## src/rtl/aux_txn_pkg.sv

```systemverilog
// Shared AUX native-transaction types: command/reply codes, FSM states, latched request.
// Also holds the counter-width helper and the request-packet byte builder.
package aux_txn_pkg;

    localparam logic [3:0] AUXNATWR = 4'b1000;
    localparam logic [3:0] AUXNATRD = 4'b1001;

    typedef enum logic [1:0] {
        RPL_ACK   = 2'd0,
        RPL_NACK  = 2'd1,
        RPL_DEFER = 2'd2,
        RPL_BAD   = 2'd3
    } reply_e;

    typedef enum logic [2:0] {
        ST_IDLE   = 3'd0,
        ST_SEND   = 3'd1,
        ST_WAIT   = 3'd2,
        ST_RDATA  = 3'd3,
        ST_FAIL   = 3'd4,
        ST_GAP    = 3'd5,
        ST_FINISH = 3'd6,
        ST_DRAIN  = 3'd7
    } state_e;

    typedef struct packed {
        logic [19:0] addr;
        logic [7:0]  wdata;
        logic        wr;
    } req_t;

    // Width able to hold 0..n; never narrower than one bit.
    function automatic int cnt_width(input int n);
        return ($clog2(n + 1) < 1) ? 1 : $clog2(n + 1);
    endfunction

    function automatic logic [7:0] pkt_byte(input req_t req, input logic [2:0] idx);
        logic [7:0] b;
        case (idx)
            3'd0:    b = {(req.wr ? AUXNATWR : AUXNATRD), req.addr[19:16]};
            3'd1:    b = req.addr[15:8];
            3'd2:    b = req.addr[7:0];
            3'd3:    b = 8'h00;
            default: b = req.wdata;
        endcase
        return b;
    endfunction

endpackage

```

## src/rtl/aux_txn_if.sv

```systemverilog
// Register-side AUX request/response signals plus the byte-level AUX PHY stream.
// slave = transaction engine view, master = requester/PHY view.
interface aux_txn_if;

    logic [19:0] auxaddr;
    logic [7:0]  auxwdata;
    logic        auxwr;
    logic        auxreq;
    logic        auxack;
    logic        auxerr;
    logic [7:0]  auxrdata;
    logic        auxbusy;

    logic [7:0]  phytxdata;
    logic        phytxvalid;
    logic        phytxlast;
    logic        phytxready;
    logic [7:0]  phyrxdata;
    logic        phyrxvalid;
    logic        phyrxlast;
    logic        phyrxerr;

    modport slave (
        input  auxaddr, auxwdata, auxwr, auxreq,
        output auxack, auxerr, auxrdata, auxbusy,
        output phytxdata, phytxvalid, phytxlast,
        input  phytxready,
        input  phyrxdata, phyrxvalid, phyrxlast, phyrxerr
    );

    modport master (
        output auxaddr, auxwdata, auxwr, auxreq,
        input  auxack, auxerr, auxrdata, auxbusy,
        input  phytxdata, phytxvalid, phytxlast,
        output phytxready,
        output phyrxdata, phyrxvalid, phyrxlast, phyrxerr
    );

endinterface

```

## src/rtl/aux_txn.sv

```systemverilog
// Single-byte DPCD native AUX transaction engine with DEFER/timeout retry and a fixed retry gap.
// Latency: auxack one cycle after the final reply byte; TX bytes stall while phytxready is low.
module aux_txn
    import aux_txn_pkg::*;
#(
    parameter int TIMEOUT  = 40000,
    parameter int GAPCYC   = 40000,
    parameter int MAXRETRY = 7
) (
    input  logic     clk,
    input  logic     rst,
    aux_txn_if.slave aux
);

    localparam int TMAX = (TIMEOUT > GAPCYC) ? TIMEOUT : GAPCYC;
    localparam int TW   = cnt_width(TMAX);
    localparam int RW   = cnt_width(MAXRETRY);

    localparam logic [TW-1:0] TO_LAST   = TW'(TIMEOUT - 1);
    localparam logic [TW-1:0] GAP_LAST  = TW'(GAPCYC - 1);
    localparam logic [RW-1:0] RETRY_MAX = RW'(MAXRETRY);

    state_e        state_q, state_d;
    req_t          req_q, req_d;
    logic [2:0]    idx_q, idx_d;
    logic [TW-1:0] timer_q, timer_d;
    logic [RW-1:0] retry_q, retry_d;
    logic          err_q, err_d;
    logic [7:0]    rdata_q, rdata_d;

    logic [TW-1:0] timer_inc;
    logic [2:0]    idx_last;
    reply_e        rpl;

    assign timer_inc = (&timer_q) ? timer_q : timer_q + 1'b1;
    assign idx_last  = req_q.wr ? 3'd4 : 3'd3;
    assign rpl       = reply_e'(aux.phyrxdata[5:4]);

    always_comb begin
        state_d = state_q;
        req_d   = req_q;
        idx_d   = idx_q;
        timer_d = timer_q;
        retry_d = retry_q;
        err_d   = err_q;
        rdata_d = rdata_q;

        case (state_q)
            ST_IDLE: begin
                if (aux.auxreq) begin
                    req_d   = '{addr: aux.auxaddr, wdata: aux.auxwdata, wr: aux.auxwr};
                    idx_d   = 3'd0;
                    retry_d = '0;
                    err_d   = 1'b0;
                    rdata_d = 8'h00;
                    state_d = ST_SEND;
                end
            end

            ST_SEND: begin
                if (aux.phytxready) begin
                    if (idx_q == idx_last) begin
                        idx_d   = 3'd0;
                        timer_d = '0;
                        state_d = ST_WAIT;
                    end else begin
                        idx_d = idx_q + 3'd1;
                    end
                end
            end

            ST_WAIT: begin
                timer_d = timer_inc;
                // A byte arriving in the expiry cycle is still decoded.
                if (aux.phyrxerr) begin
                    state_d = ST_FAIL;
                end else if (aux.phyrxvalid) begin
                    case (rpl)
                        RPL_ACK: begin
                            if (!req_q.wr)          state_d = ST_RDATA;
                            else if (aux.phyrxlast) state_d = ST_FINISH;
                            else                    state_d = ST_FAIL;
                        end
                        RPL_NACK: begin
                            err_d   = 1'b1;
                            state_d = ST_FINISH;
                        end
                        default: state_d = ST_FAIL;
                    endcase
                end else if (timer_q == TO_LAST) begin
                    state_d = ST_FAIL;
                end
            end

            ST_RDATA: begin
                timer_d = timer_inc;
                if (aux.phyrxerr) begin
                    state_d = ST_FAIL;
                end else if (aux.phyrxvalid) begin
                    if (aux.phyrxlast) begin
                        rdata_d = aux.phyrxdata;
                        state_d = ST_FINISH;
                    end else begin
                        state_d = ST_FAIL;
                    end
                end else if (timer_q == TO_LAST) begin
                    state_d = ST_FAIL;
                end
            end

            ST_FAIL: begin
                if (retry_q < RETRY_MAX) begin
                    retry_d = retry_q + 1'b1;
                    timer_d = '0;
                    state_d = ST_GAP;
                end else begin
                    err_d   = 1'b1;
                    state_d = ST_FINISH;
                end
            end

            ST_GAP: begin
                timer_d = timer_inc;
                if (timer_q == GAP_LAST) begin
                    idx_d   = 3'd0;
                    state_d = ST_SEND;
                end
            end

            ST_FINISH: state_d = ST_DRAIN;

            ST_DRAIN: begin
                if (!aux.auxreq) state_d = ST_IDLE;
            end

            default: state_d = ST_IDLE;
        endcase
    end

    always_ff @(posedge clk) begin
        if (rst) begin
            state_q <= ST_IDLE;
            req_q   <= '0;
            idx_q   <= 3'd0;
            timer_q <= '0;
            retry_q <= '0;
            err_q   <= 1'b0;
            rdata_q <= 8'h00;
        end else begin
            state_q <= state_d;
            req_q   <= req_d;
            idx_q   <= idx_d;
            timer_q <= timer_d;
            retry_q <= retry_d;
            err_q   <= err_d;
            rdata_q <= rdata_d;
        end
    end

    assign aux.phytxvalid = (state_q == ST_SEND);
    assign aux.phytxlast  = (state_q == ST_SEND) && (idx_q == idx_last);
    assign aux.phytxdata  = pkt_byte(req_q, idx_q);

    assign aux.auxack   = (state_q == ST_FINISH);
    assign aux.auxerr   = (state_q == ST_FINISH) && err_q;
    assign aux.auxrdata = ((state_q == ST_FINISH) && !err_q && !req_q.wr) ? rdata_q : 8'h00;
    assign aux.auxbusy  = (state_q != ST_IDLE);

endmodule
```

## src/flat_wrapper.sv

```systemverilog
// flat-port wrapper written by rule: the top's interface ports become plain ports
module aux_txn_flat import aux_txn_pkg::*;
#(
    parameter int TIMEOUT  = 40000,
    parameter int GAPCYC   = 40000,
    parameter int MAXRETRY = 7
)
  (clk, rst, aux_auxaddr, aux_auxwdata, aux_auxwr, aux_auxreq, aux_auxack, aux_auxerr, aux_auxrdata, aux_auxbusy, aux_phytxdata, aux_phytxvalid, aux_phytxlast, aux_phytxready, aux_phyrxdata, aux_phyrxvalid, aux_phyrxlast, aux_phyrxerr);
  aux_txn_if aux_i ();
  input  logic clk;
  input  logic rst;
  input wire logic [$bits(aux_i.auxaddr)-1:0] aux_auxaddr;
  input wire logic [$bits(aux_i.auxwdata)-1:0] aux_auxwdata;
  input wire logic [$bits(aux_i.auxwr)-1:0] aux_auxwr;
  input wire logic [$bits(aux_i.auxreq)-1:0] aux_auxreq;
  output wire logic [$bits(aux_i.auxack)-1:0] aux_auxack;
  output wire logic [$bits(aux_i.auxerr)-1:0] aux_auxerr;
  output wire logic [$bits(aux_i.auxrdata)-1:0] aux_auxrdata;
  output wire logic [$bits(aux_i.auxbusy)-1:0] aux_auxbusy;
  output wire logic [$bits(aux_i.phytxdata)-1:0] aux_phytxdata;
  output wire logic [$bits(aux_i.phytxvalid)-1:0] aux_phytxvalid;
  output wire logic [$bits(aux_i.phytxlast)-1:0] aux_phytxlast;
  input wire logic [$bits(aux_i.phytxready)-1:0] aux_phytxready;
  input wire logic [$bits(aux_i.phyrxdata)-1:0] aux_phyrxdata;
  input wire logic [$bits(aux_i.phyrxvalid)-1:0] aux_phyrxvalid;
  input wire logic [$bits(aux_i.phyrxlast)-1:0] aux_phyrxlast;
  input wire logic [$bits(aux_i.phyrxerr)-1:0] aux_phyrxerr;
  assign aux_i.auxaddr = aux_auxaddr;
  assign aux_i.auxwdata = aux_auxwdata;
  assign aux_i.auxwr = aux_auxwr;
  assign aux_i.auxreq = aux_auxreq;
  assign aux_auxack = aux_i.auxack;
  assign aux_auxerr = aux_i.auxerr;
  assign aux_auxrdata = aux_i.auxrdata;
  assign aux_auxbusy = aux_i.auxbusy;
  assign aux_phytxdata = aux_i.phytxdata;
  assign aux_phytxvalid = aux_i.phytxvalid;
  assign aux_phytxlast = aux_i.phytxlast;
  assign aux_i.phytxready = aux_phytxready;
  assign aux_i.phyrxdata = aux_phyrxdata;
  assign aux_i.phyrxvalid = aux_phyrxvalid;
  assign aux_i.phyrxlast = aux_phyrxlast;
  assign aux_i.phyrxerr = aux_phyrxerr;
  aux_txn #(.TIMEOUT(TIMEOUT), .GAPCYC(GAPCYC), .MAXRETRY(MAXRETRY)) u_core (.clk(clk), .rst(rst), .aux(aux_i));
endmodule
```

## config.mk

```make
export PLATFORM = sky130hd
export DESIGN_NAME = aux_txn_flat
export DESIGN_NICKNAME = d
export VERILOG_FILES = /design/src/rtl/aux_txn_pkg.sv /design/src/rtl/aux_txn_if.sv /design/src/rtl/aux_txn.sv /design/src/flat_wrapper.sv
export SDC_FILE = /design/constraint.sdc
export NUM_CORES = 1
export LEC_CHECK = 0
export ABC_AREA = 0
export CELL_PAD_IN_SITES_DETAIL_PLACEMENT = 0
export CELL_PAD_IN_SITES_GLOBAL_PLACEMENT = 1
export CORE_ASPECT_RATIO = 1.5
export CORE_MARGIN = 2
export CORE_UTILIZATION = 39
export CTS_BUF_LIST = sky130_fd_sc_hd__clkbuf_4
export DETAILED_ROUTE_END_ITERATION = 10
export HOLD_SLACK_MARGIN = 0.15
export PLACE_DENSITY_LB_ADDON = 0.1
export RECOVER_POWER = 100
export SYNTH_ARGS = -nofsm -noshare
export SYNTH_HDL_FRONTEND = slang
export SYNTH_SLANG_ARGS = --single-unit
```

## constraint.sdc

```tcl
create_clock -name clk -period 3.2 [get_ports clk]
set_clock_uncertainty 0.1 [all_clocks]
set_input_delay 0.8 -clock clk [delete_from_list [all_inputs] [get_ports clk]]
set_output_delay 0.8 -clock clk [all_outputs]
set_load 0.03 [all_outputs]
```

==> flow_metrics.py <==
metrics = {
    "clock_tree": {
        "cts_buffer_depth": 2,
        "clk_pin_slew_worst_paths_ns": 0.10,
        "cts_tree": "yes",
        "clkLatencyLatePin_ns": 0.42,
        "postCtsHoldBufs": 0,
        "post_cts_buffers": 0,
        "cts_made_buffers": 9,
        "cts-root-buf": "clkbuf_4",
        "clock-sinks": 63,
        "ctsHtreeMaxLevel": 3,
        "postCtsResizedCells": 4,
    },
    "layout": {
        "final_cells": 585,
        "final_util_pct": 51.26,
        "diodes": 0,
        "nets": 526,
        "syn2layout_area_growth_pct": 26.48,
        "final_cell_mix": "nand2_1 (79), dfxtp_1 (61), a21oi_1 (53), clkdlybuf4s50_1 (44), buf_4 (20)",
        "layout_commonest_cell": "nand2_1",
        "drive_gt1_share_pct": 10.63,
        "fin_area_mm2": 0.004130,
    },
    "logic_synthesis": {
        "synth_ff_type": "dfxtp_1",
        "syn_avg_cell_area_um2": 7.946,
        "yosys.area.top_type": "dfxtp_1",
        "synth_seq_area_share_pct": 38.62,
        "synth_warnings": 0,
        "syn_nets": 462,
        "synth_edf_count": 0,
        "syn_area_mm2": 0.003266,
        "synthTopCellsByArea": "dfxtp_1 (39%), nand2_1 (9.1%), a21oi_1 (8.3%)",
        "postSynthCellCount": 411,
        "yosysTopAreaCellShare_pct": 38.62,
        "async_reset_ff_share_pct": 0,
        "ys_ff_latch": 63,
        "synth_cell_types": 59,
    },
    "setup_path": {
        "crit_buf_inv": 1,
        "crit_path_end_kind": "primary output",
        "critPathSlowestCell": "clkdlybuf4s50_1",
        "cp_max_fo": 15,
        "r2r-start": "u_core.state_q[2]$_SDFFE_PP0P_",
        "crit_chain": "nor2_1 > nand2_1 > a21oi_1 > clkdlybuf4s50_1",
        "reg2reg_slack_ns": 0.37,
        "startpoint_type": "flip-flop",
        "crit_required_ns": 2.30,
        "arrival_ns": 2.20,
        "critPathLaunch": "u_core.state_q[1]$_SDFFE_PP0P_",
        "path_class": "reg -> out",
        "critPathMaxStageDelay_ns": 0.69,
        "crit_family": "buffers and inverters",
    },
    "die": {
        "start_util_pct": 40.53,
        "io_pins": 65,
        "coreArea_mm2": 0.008058,
        "die-area_mm2": 0.009136,
        "die_w_um": 78.72,
        "dieHeight_um": 116.1,
        "num_rows": 40,
    },
    "power_and_ir_drop": {
        "power_leakage_uw": 0.001514,
        "p_clk_share_pct": 36.8,
        "ir_drop_uv": 221.7,
        "p_int_uw": 1217,
        "power_switching_uw": 404.5,
        "p_seq_share_pct": 50.8,
        "switching_share_pct": 24.95,
        "power_density_mw_per_mm2": 392.5,
        "power_frac_comb_pct": 12.4,
    },
    "sta": {
        "drv_slew": 0,
        "hold_viol": 0,
        "fin_crit_ns": 3.097,
        "fin_ws_ns": 0.1028,
        "rsz0062_at_grt": "false",
        "fin_setup_tns_ns": 0,
        "fin_crit_sh_pct": 96.79,
        "worstMarginPinSlew_ns": 1.395,
        "setup-violations-final": 0,
        "clock.fmax_ghz": 0.3229,
        "slew_headroom_pct": 7.020,
    },
    "place": {
        "hpwlAfterDp_um": 6326,
        "place_congestion": 0.8199,
        "dp_slack_ns": 0.05448,
        "port_buffers": 64,
        "dpl.cell_count": 569,
        "dpl_cell_area_mm2": 0.003999,
    },
    "drt": {
        "final_antenna_net_count": 0,
        "drt-initial-drc-count": 190,
        "vias_per_cell": 5.508,
        "drt_pass1_iterations": 5,
        "routed_wl_um": 8590,
        "drc": 0,
        "wl_per_cell_um": 14.68,
        "via_count": 3222,
    },
    "run": {
        "maxCapViolCount": 0,
    },
    "grt": {
        "grt_pass1_vias": 3053,
        "grt_first_pass_wirelength_um": 14040,
        "grt_max_degree": 34,
        "antenna_found_initial": 0,
        "grtUsageTotal_pct": 19.54,
        "grt_overflow": 0,
    },
    "min_path": {
        "hold_class": "reg -> reg",
        "hold_start": "u_core.req_q[16]$_SDFFE_PP0P_",
    },
    "status": {
        "run_status": "complete, no violations",
    },
}
## path summary, 6_finish.rpt
path                                    endpoint  cells past startpoint
setup / recovery                   aux_phytxlast                      4
hold / removal     u_core.req_q[16]$_SDFFE_PP0P_                      2
setup reg to reg  u_core.retry_q[0]$_SDFFE_PP0P_                      7
hold reg to reg    u_core.req_q[16]$_SDFFE_PP0P_                      2
## per-stage QoR
step	power, µW	hold slack (ns)
final	1621	0.3611
after floorplan	943.8	0.3357
after global routing	1692	0.3809
after global placement	1047	0.3424
after CTS	1647	0.3638
after detailed placement	1049	0.3493
## flip-flops by register name (all words and copies together) (netlist names)
signal / count
u_core.rdata_q: 8
u_core.state_q: 3
u_core.idx_q: 3
u_core.req_q: 29
u_core.retry_q: 3
u_core.timer_q: 16
u_core.err_q: 1
## power by group through the flow
stage / clock, µW / combinational [µW] / sequential [µW]
4_1_cts: 614 / 208 / 825
3_5_place_dp: 0 / 207 / 842
5_1_grt: 644 / 221 / 827
6_report: 596 / 201 / 824
3_3_place_gp: 0 / 206 / 842
2_1_floorplan: 0 / 107 / 837
## area by class of cell
type | count | area (µm²)
sequential | 63 | 1269
fill | 865 | 3928
clock inverter | 6 | 75.07
inverter | 14 | 52.55
timing repair buffer | 79 | 683.2
tap | 105 | 131.4
clock buffer | 10 | 75.07
multi-input combinational | 308 | 1844
## cells by family after synthesis
family	after synthesis	synth area share (%)
flip-flops	63	38.62
buffers and inverters	40	5.019
AO/OA/AOI/OAI	122	24.18
XOR/XNOR	1	0.2682
AND/OR/NAND/NOR	176	28.62
multiplexers	2	0.6131
adder cells (fa/ha/maj)	7	2.682
## worst min-delay path, delay by kind of cell, from the launching register on
| kind | cells | cell delay (ns) |
|---|---|---|
| AOI/OAI and AO/OA | 1 | 0.05 |
| DFF | 1 | 0.32 |
| and+or+nand+nor | 1 | 0.05 |
## metal layers
| metal | up-vias | wire (µm) | global-route usage, % |
|---|---|---|---|
| li1 | 1623 | - | - |
| met1 | 1522 | 3674 | 21.91 |
| met2 | 63 | 4459 | 35.33 |
| met3 | 14 | 245 | 2.960 |
| met4 | 0 | 211 | 10.41 |
| met5 | - | 0 | 0 |
## cells in the mapped netlist, types with 10 or more instances
cell type,instances
a21oi_1,54
a22oi_1,10
o31ai_1,11
inv_1,14
nand3_1,12
and2_1,11
clkbuf_1,19
dfxtp_1,63
or4_1,11
o21ai_0,11
nor2_1,16
nand2_1,79
Power figures use the tool's default switching activity.
